### config.mk
export PLATFORM = sky130hd
export DESIGN_NAME = ppu_vbuf_writer
export DESIGN_NICKNAME = d
export VERILOG_FILES = /design/src/rtl/ppu_vbuf_writer_pkg.sv /design/src/rtl/ppu_vbuf_fifo.sv /design/src/rtl/ppu_vbuf_writer.sv
export SDC_FILE = /design/constraint.sdc
export NUM_CORES = 1
export LEC_CHECK = 0
export ABC_AREA = 0
export CAP_MARGIN = 20
export CORE_AREA = 2 2 100 102
export DETAILED_ROUTE_END_ITERATION = 10
export DIE_AREA = 0 0 102 104
export MAX_ROUTING_LAYER = met4
export PLACE_DENSITY = 0.8
export RECOVER_POWER = 25
export SETUP_SLACK_MARGIN = 0.05
export SLEW_MARGIN = 20
export SYNTH_ARGS = -nofsm -noshare
export SYNTH_HDL_FRONTEND = slang
export SYNTH_HIERARCHICAL = 1
export SYNTH_SLANG_ARGS = --single-unit
### constraint.sdc
create_clock -name i_ppu_clk -period 4.7 [get_ports i_ppu_clk]
set_clock_uncertainty 0.2 [all_clocks]
set_input_delay 0.705 -clock i_ppu_clk [delete_from_list [all_inputs] [get_ports i_ppu_clk]]
set_output_delay 0.705 -clock i_ppu_clk [all_outputs]
set_load 0.01 [all_outputs]
### src/rtl/ppu_vbuf_writer_pkg.sv
// Shared constants and types for the PPU video-buffer write side.
// The LCD reader uses the same address layout and page-bit position.
package ppu_vbuf_writer_pkg;

    localparam int VBUF_AW     = 17;   // {page, y[7:0], x[7:0]}
    localparam int VBUF_DW     = 8;    // {1'b0, hsv[6:0]}
    localparam int PAGE_BIT    = 16;
    localparam int H_PIX_DEF   = 256;
    localparam int V_LINES_DEF = 240;
    localparam int HSV_W       = 7;
    localparam int ENTRY_W     = 24;

    typedef enum logic [1:0] {
        ST_IDLE   = 2'd0,
        ST_ACTIVE = 2'd1,
        ST_DONE   = 2'd2
    } wr_state_e;

    // One queued vbuf write, frozen at push time.
    typedef struct packed {
        logic       page;
        logic [7:0] y;
        logic [7:0] x;
        logic [6:0] hsv;
    } vbuf_entry_t;

    function automatic logic [VBUF_AW-1:0] entry_addr(input vbuf_entry_t e);
        return {e.page, e.y, e.x};
    endfunction

    function automatic logic [VBUF_DW-1:0] entry_data(input vbuf_entry_t e);
        return {1'b0, e.hsv};
    endfunction

endpackage

### src/rtl/ppu_vbuf_fifo.sv
// Synchronous FIFO between the pixel stream and the vbuf write port.
// Flags are decoded from a registered occupancy count only.
module ppu_vbuf_fifo #(
    parameter int DEPTH = 4,
    parameter int W     = 24
) (
    input  logic                   clk,
    input  logic                   rst,
    input  logic                   push,
    input  logic [W-1:0]           wdata,
    input  logic                   pop,
    output logic [W-1:0]           rdata,
    output logic                   full,
    output logic                   empty,
    output logic [$clog2(DEPTH):0] count
);

    localparam int AW = $clog2(DEPTH);

    logic [W-1:0]  mem_q [DEPTH];
    logic [AW-1:0] wr_ptr_q, wr_ptr_d;
    logic [AW-1:0] rd_ptr_q, rd_ptr_d;
    logic [AW:0]   count_q, count_d;
    logic          push_ok, pop_ok;

    assign full    = (count_q == (AW+1)'(DEPTH));
    assign empty   = (count_q == '0);
    assign count   = count_q;
    assign rdata   = mem_q[rd_ptr_q];
    assign push_ok = push & ~full;
    assign pop_ok  = pop & ~empty;

    // Pointer and occupancy update; pointers wrap naturally (power-of-two depth).
    always_comb begin
        wr_ptr_d = wr_ptr_q + AW'(push_ok);
        rd_ptr_d = rd_ptr_q + AW'(pop_ok);
        count_d  = count_q + (AW+1)'(push_ok) - (AW+1)'(pop_ok);
    end

    // Storage array; contents need no reset, occupancy guards every read.
    always_ff @(posedge clk) begin
        if (push_ok) mem_q[wr_ptr_q] <= wdata;
    end

    // Control registers.
    always_ff @(posedge clk) begin
        if (rst) begin
            wr_ptr_q <= '0;
            rd_ptr_q <= '0;
            count_q  <= '0;
        end else begin
            wr_ptr_q <= wr_ptr_d;
            rd_ptr_q <= rd_ptr_d;
            count_q  <= count_d;
        end
    end

endmodule

### src/rtl/ppu_vbuf_writer.sv
// Write side of the double-buffered PPU video buffer: raster tracking,
// page selection and frame sequencing in front of a small write FIFO.
module ppu_vbuf_writer
    import ppu_vbuf_writer_pkg::*;
#(
    parameter int FIFO_DEPTH = 4,
    parameter int H_PIX      = H_PIX_DEF,
    parameter int V_LINES    = V_LINES_DEF
) (
    input  logic               i_ppu_clk,
    input  logic               i_ppu_rst,
    input  logic               i_frame_start,
    input  logic               i_pix_vld,
    output logic               o_pix_rdy,
    input  logic [HSV_W-1:0]   i_pix_hsv,
    output logic [VBUF_AW-1:0] o_vbuf_addr,
    output logic [VBUF_DW-1:0] o_vbuf_data,
    output logic               o_vbuf_we,
    input  logic               i_vbuf_wrdy,
    output logic               o_wr_page,
    output logic               o_frame_done,
    output logic               o_frame_abort,
    output logic               o_pix_drop,
    input  logic               i_clr_err
);

    localparam logic [7:0] X_LAST = 8'(H_PIX - 1);
    localparam logic [7:0] Y_LAST = 8'(V_LINES - 1);
    localparam int         CW     = $clog2(FIFO_DEPTH) + 1;

    wr_state_e   state_q, state_d;
    logic [7:0]  x_q, x_d, y_q, y_d;
    logic        page_q, page_d;
    logic        done_q, done_d;
    logic        abort_q, abort_d;
    logic        drop_q, drop_d;

    logic        pix_hs, push, pop, drop_evt, pix_active;
    logic [7:0]  cur_x, cur_y;
    vbuf_entry_t push_entry, head_entry;
    logic        fifo_full, fifo_empty;
    logic [CW-1:0] fifo_cnt;

    ppu_vbuf_fifo #(.DEPTH(FIFO_DEPTH), .W(ENTRY_W)) u_fifo (
        .clk   (i_ppu_clk),
        .rst   (i_ppu_rst),
        .push  (push),
        .wdata (push_entry),
        .pop   (pop),
        .rdata (head_entry),
        .full  (fifo_full),
        .empty (fifo_empty),
        .count (fifo_cnt)
    );

    assign o_pix_rdy     = ~fifo_full;
    assign pix_hs        = i_pix_vld & ~fifo_full;
    assign o_vbuf_we     = ~fifo_empty;
    assign pop           = o_vbuf_we & i_vbuf_wrdy;
    // Idle bus reads as zero so stale array contents never leak out.
    assign o_vbuf_addr   = fifo_empty ? '0 : entry_addr(head_entry);
    assign o_vbuf_data   = fifo_empty ? '0 : entry_data(head_entry);
    assign o_wr_page     = page_q;
    assign o_frame_done  = done_q;
    assign o_frame_abort = abort_q;
    assign o_pix_drop    = drop_q;

    // Frame FSM, raster counters and page toggle; a frame start is applied
    // before the same-cycle pixel so that pixel lands at (0,0) of the new page.
    always_comb begin
        state_d    = state_q;
        page_d     = page_q;
        abort_d    = 1'b0;
        done_d     = 1'b0;
        push       = 1'b0;
        drop_evt   = 1'b0;
        pix_active = (state_q == ST_ACTIVE);
        cur_x      = x_q;
        cur_y      = y_q;

        if (i_frame_start) begin
            abort_d    = (state_q != ST_IDLE);
            state_d    = ST_ACTIVE;
            page_d     = ~page_q;
            pix_active = 1'b1;
            cur_x      = '0;
            cur_y      = '0;
        end

        x_d        = cur_x;
        y_d        = cur_y;
        push_entry = '{page: page_d, y: cur_y, x: cur_x, hsv: i_pix_hsv};

        if (pix_hs) begin
            if (pix_active) begin
                push = 1'b1;
                if (cur_x == X_LAST) begin
                    x_d = '0;
                    if (cur_y == Y_LAST) state_d = ST_DONE;
                    else                 y_d     = cur_y + 8'd1;
                end else begin
                    x_d = cur_x + 8'd1;
                end
            end else begin
                drop_evt = 1'b1;
            end
        end

        // Done fires once the FIFO is (or is about to be) empty so the pulse
        // lands the cycle after the frame's final vbuf write.
        if (state_q == ST_DONE && !i_frame_start &&
            (fifo_empty || (fifo_cnt == CW'(1) && pop))) begin
            done_d  = 1'b1;
            state_d = ST_IDLE;
        end

        // A new drop outranks a same-cycle clear.
        drop_d = drop_evt ? 1'b1 : (i_clr_err ? 1'b0 : drop_q);
    end

    // Control registers; page resets to 1 so the first frame fills page 0.
    always_ff @(posedge i_ppu_clk) begin
        if (i_ppu_rst) begin
            state_q <= ST_IDLE;
            x_q     <= '0;
            y_q     <= '0;
            page_q  <= 1'b1;
            done_q  <= 1'b0;
            abort_q <= 1'b0;
            drop_q  <= 1'b0;
        end else begin
            state_q <= state_d;
            x_q     <= x_d;
            y_q     <= y_d;
            page_q  <= page_d;
            done_q  <= done_d;
            abort_q <= abort_d;
            drop_q  <= drop_d;
        end
    end

endmodule

== After elaboration in Yosys (flattened, before gate mapping) ==
Memory sizes are Yosys's and may differ from the RTL's. A register that Yosys moved wholly into a read port is not among the register bits.
Index checks and enable logic that the tools add are counted.

* Flip-flop bits (word level): 29
* Bits in writable memories: 96
* Bits of input ports: 13
* Output and inout bits: 31
* Word-level logic and storage cells: 69
* Memories: 1

{| class="wikitable"
|+ Memory list
! name !! words !! width !! rd ports !! clocked after Yosys merged registers in !! wr ports !! line !! text
|-
| u_fifo.mem_q || 4 || 24 || 1 || 1 || 1 || ppu_vbuf_fifo.sv:20 || <nowiki>logic [W-1:0] mem_q [DEPTH];</nowiki>
|}

* Add/subtract/negate cells: 6
* Equality and inequality tests: 6
* Multiplexer cells: 28
* Bitwise operators: 8
* Reduce and logical (&&, ||, !) cells: 10

{| class="wikitable"
|+ Operator list
! operator !! number
|-
| $mux 8 || 9
|-
| $mux 17 || 1
|-
| $add 8x1->8 const B || 2
|-
| $eq 8x8->1 const B || 2
|-
| $mux 2 || 6
|-
| $mux 1 || 11
|-
| $mux 7 || 1
|-
| $add 2x1->2 || 2
|-
| $and 1x1->1 || 4
|-
| $not 1->1 || 4
|-
| $reduce_bool 2->1 || 2
|-
| $reduce_or 2->1 || 2
|-
| $add 3x1->3 || 1
|-
| $eq 3x1->1 const B || 1
|-
| $eq 3x3->1 const B || 1
|-
| $logic_and 1x1->1 || 3
|-
| $logic_not 3->1 || 1
|-
| $sub 3x1->3 || 1
|-
| $eq 2x1->1 const B || 1
|-
| $eq 2x2->1 const B || 1
|-
| $logic_not 1->1 || 1
|-
| $logic_or 1x1->1 || 1
|}

== Depth between registers and ports, before layout ==
* Depth after elaboration: 7
* Mapped depth: 12
* Gate-level depth less buffers: 12

== By module ==
Netlist, hierarchy kept.

{| class="wikitable"
|+ Modules (own cells, without submodules)
! module !! instances !! cells an instance !! area an instance (um^2) !! sequential area each (um^2)
|-
| ppu_vbuf_fifo || 1 || 161 || 3853.7 || 3022.9
|-
| ppu_vbuf_writer || 1 || 176 || 1451.4 || 440.4
|}

== Worst setup path before layout ==
Ideal clock, no wire load.

* Path kind: input -> register
* Start: input port i_pix_vld
* End: memory u_fifo.mem_q[1][0], enable pin
* Library setup time: 0.440 ns
* Arrival: 3.150 ns
* Data required time: 4.060 ns
* Setup slack: 0.910 ns
* Cell stages on the path: 5
* Buffers on the path: 0
* Path through: nor2b_1 > o21ai_0 > inv_1 > nand2b_4 > nor3b_1

* Longest elaborated chain between the ends: 5

{| class="wikitable"
|+ RTL lines
! item !! line !! text
|-
| start: declaration || ppu_vbuf_writer.sv:13 || <nowiki>input logic i_pix_vld,</nowiki>
|-
| $and 1x1->1 || ppu_vbuf_writer.sv:57 || <nowiki>assign pix_hs = i_pix_vld & ~fifo_full;</nowiki>
|-
| $mux 1 || ppu_vbuf_writer.sv:94 || <nowiki>if (pix_hs) begin</nowiki>
|-
| via push || ppu_vbuf_writer.sv:38 || <nowiki>logic pix_hs, push, pop, drop_evt, pix_active;</nowiki>
|-
| $and 1x1->1 || ppu_vbuf_fifo.sv:30 || <nowiki>assign push_ok = push & ~full;</nowiki>
|-
| $mux 1 || ppu_vbuf_fifo.sv:42 || <nowiki>if (push_ok) mem_q[wr_ptr_q] <= wdata;</nowiki>
|-
| $mux 1 (implied by the code) || ppu_vbuf_fifo.sv:42 ||
|-
| end: declaration || ppu_vbuf_fifo.sv:20 ||
|}

The timed path passes the listed nets, and every way through them passes these cells.

==> impl_results.md <==
* Clock Tree Buf Depth at 2
* Core area at 9550 sq um
* Reg power frac at 40.5%
* TritonCTS Buffers at 17
* Share of cells above drive strength 1 at 19.0%
* Static Leak at 2.18 nW
* Largest cells by area after synthesis: edfxtp_1 (54%), dfxtp_1 (11%), mux4_2 (10%), nor2b_1 (4.8%), nor2_1 (1.3%)
* Mean Syn Cell Area at 15.7 sq um
* Post-route DRC violation count at 0
* Critical setup path kind: reg2out
* CP required at 3.80 ns
* Antenna Nets Post-Route at 0
* Critical Path Start Type: flip-flop
* RSZ-0062 raised after global routing: no
* Overall die width at 102 um
* Post-Synthesis Cells at 337
* Run status: completed
* Yosys Warn Count at 6
* Slew Limit Fails at 0
* Routability Congestion at 0.841
* Dpl hpwl at 5.91 mm
* Synthesis-stage register bit count at 125
* Routed length per instance at 18.3 um
* CP Cell Sequence: mux4_2 > nor2b_1 > clkdlybuf4s50_1
* Synth top area share at 54.3%
* Clock sinks at 125
* NetSw at 0.000890 W
* Cts hold-fix bufs at 0
* Yosys top cell by area: edfxtp_1
* Initial antenna violation count at 0
* Fin. Hold Viols at 0
* Cell variety after synth at 58
* Top Ports at 44
* GRT Resource Usage Total at 20.3%
* Worst path bufs/invs at 1
* Crit share post-route at 77.6%
* Top Family by Delay on Critical Path: flip-flops
* Crit path DAT at 2.74 ns
* Skew-Pair Late Insertion Delay at 0.51 ns
* Gates resized, CTS repair at 0
* Rows at 36
* Grt ovf at 0
* Largest net degree at the start of global routing at 33
* First-pass GRT wire length at 15.5 mm
* Sequential share of the synthesized area at 65.3%
* Die height at 104 um
* Vias per cell at 5.56
* Placed Cells incl. Taps at 502
* Drt initial violations at 193
* Top FF cell, synth: edfxtp_1
* Syn Nets at 355
* Setup_tns at 0 ns
* Combinational share of power at 22.9%
* Clock transition at path regs at 0.06 ns
* Most numerous cell in the Yosys netlist: edfxtp_1
* Switch share at 26.7%
* Root Buffer: clkbuf_8
* Drt first pass iters at 4
* TritonCTS clock tree: done
* Routed WL at 9.78 mm
* Initial Util at 55.6%
* CP Capture Type: primary output
* Critical path's slowest cell: dfxtp_2
* Cell Area, Synth at 5310 sq um
* Fmax at 0.274 GHz
* Post-CTS Setup Repair Bufs at 0
* Slew at the pin closest to its max-slew limit at 1.21 ns
* Antenna cell count at 0
* Critical Path Fanout Max at 26
* Post-synth EDFFs at 96
* Vias in the first global route at 2961
* Clock network power share at 36.7%
* PortBufs at 42
* Post-Route Utilization at 66.8%
* Power density cells at 523 nW/um^2
* CP max stage delay at 0.95 ns
* Final net count at 406
* Pint at 0.00245 W
* Synth top cells by count: edfxtp_1 (96), nor2b_1 (41), dfxtp_1 (29)
* Number of H-tree levels at 4
* Die area at 10600 sq um
* Via Count at 2970
* Max-cap violation count at 0
* Async SR Flop Fraction at 0%
* Max VDD drop at 0.000256 V
* Count of final setup violators at 0
* Fin cells at 534
* Overall power at 0.00334 W
* Minimum clock period after layout at 3.65 ns
* P&R area growth vs syn at 20.3%
* Hold WC Path Type: reg2reg
* Max_slew headroom at 19.3%
==> registers in the layout, summed over array words and instances, names as in the netlist <==
signal and count:
o_frame_abort 1, o_frame_done 1, o_pix_drop 1, o_wr_page 1
state_q 2, u_fifo/count 3, u_fifo/mem_q 96, u_fifo/rd_ptr_q 2
u_fifo/wr_ptr_q 2, x_q 8, y_q 8
==> path summary, 6_finish.rpt <==
check,from,endpoint,slack (ns),cells past startpoint
worst max-delay path,u_fifo/rd_ptr_q[0],o_vbuf_addr[0],1.05,3
worst max register to register,u_fifo/count[2],u_fifo/count[2],1.67,12
worst min-delay path,o_pix_drop,o_pix_drop,0.29,2
worst min register to register,o_pix_drop,o_pix_drop,0.29,2
==> power by group through the flow <==
stage	logic, W	clock network, W	registers (W)
2_1_floorplan	0.000488	0	0.00132
3_3_place_gp	0.000764	0	0.00137
3_5_place_dp	0.000777	0	0.00138
4_1_cts	0.000780	0.00124	0.00135
5_1_grt	0.000833	0.00129	0.00136
6_report	0.000763	0.00122	0.00135
==> metal layers <==
metal | track usage (%) | wire (um)
met2 | 28.9 | 4790
met5 | - | 0
met3 | 5.91 | 517
met1 | 27.7 | 4290
met4 | 8.38 | 177
==> stage by stage <==
| stage | instance area (sq um) | worst slack (ns) | hold slack (ns) |
|---|---|---|---|
| floorplan | 5310 | 0.910 | 0.281 |
| global placement | 5820 | 1.34 | 0.261 |
| detailed placement | 5820 | 1.24 | 0.289 |
| CTS | 6380 | 0.952 | 0.299 |
| global route | 6380 | 0.841 | 0.315 |
| finish | 6380 | 1.05 | 0.290 |
==> cells in the final DEF (no fill, tap or decap), types with 5 or more instances in the layout <==
master           count
inv_1               10
dfxtp_1             28
nor2_1              19
a21oi_1              6
clkdlybuf4s50_1     34
nand2_1              7
xnor2_1              7
xor2_1               6
edfxtp_1            96
nor2b_1             41
buf_4                6
nor3_1               5
mux4_2              24
clkbuf_16           16
dlygate4sd3_1        8
==> layout make-up <==
class | instances | area, sq um
Clock buffer | 18 | 418
Clock inverter | 14 | 145
Fill cell | 676 | 3170
Inverter | 11 | 41.3
Multi-Input combinational cell | 184 | 1680
Sequential cell | 125 | 3460
Tap cell | 133 | 166
Timing Repair Buffer | 49 | 469
==> tightest hold or removal path, cell delays in order, from the launching register on <==
cell	delay (ns)
dfxtp_1	0.32
nand2b_1	0.07
a21oi_1	0.06
==> cell families after synthesis <==
kind of cell / count (synthesis) / synth area share [%]
multiplexers: 26 / 10.6
AND/OR/NAND/NOR: 109 / 12.7
flip-flops: 125 / 65.3
other: 1 / 0.0707
XOR/XNOR: 13 / 2.15
AO/OA/AOI/OAI: 30 / 4.41
buffers and inverters: 28 / 3.49
adder cells (fa/ha/maj): 5 / 1.32
No activity file was read; power rests on OpenSTA's default activity.
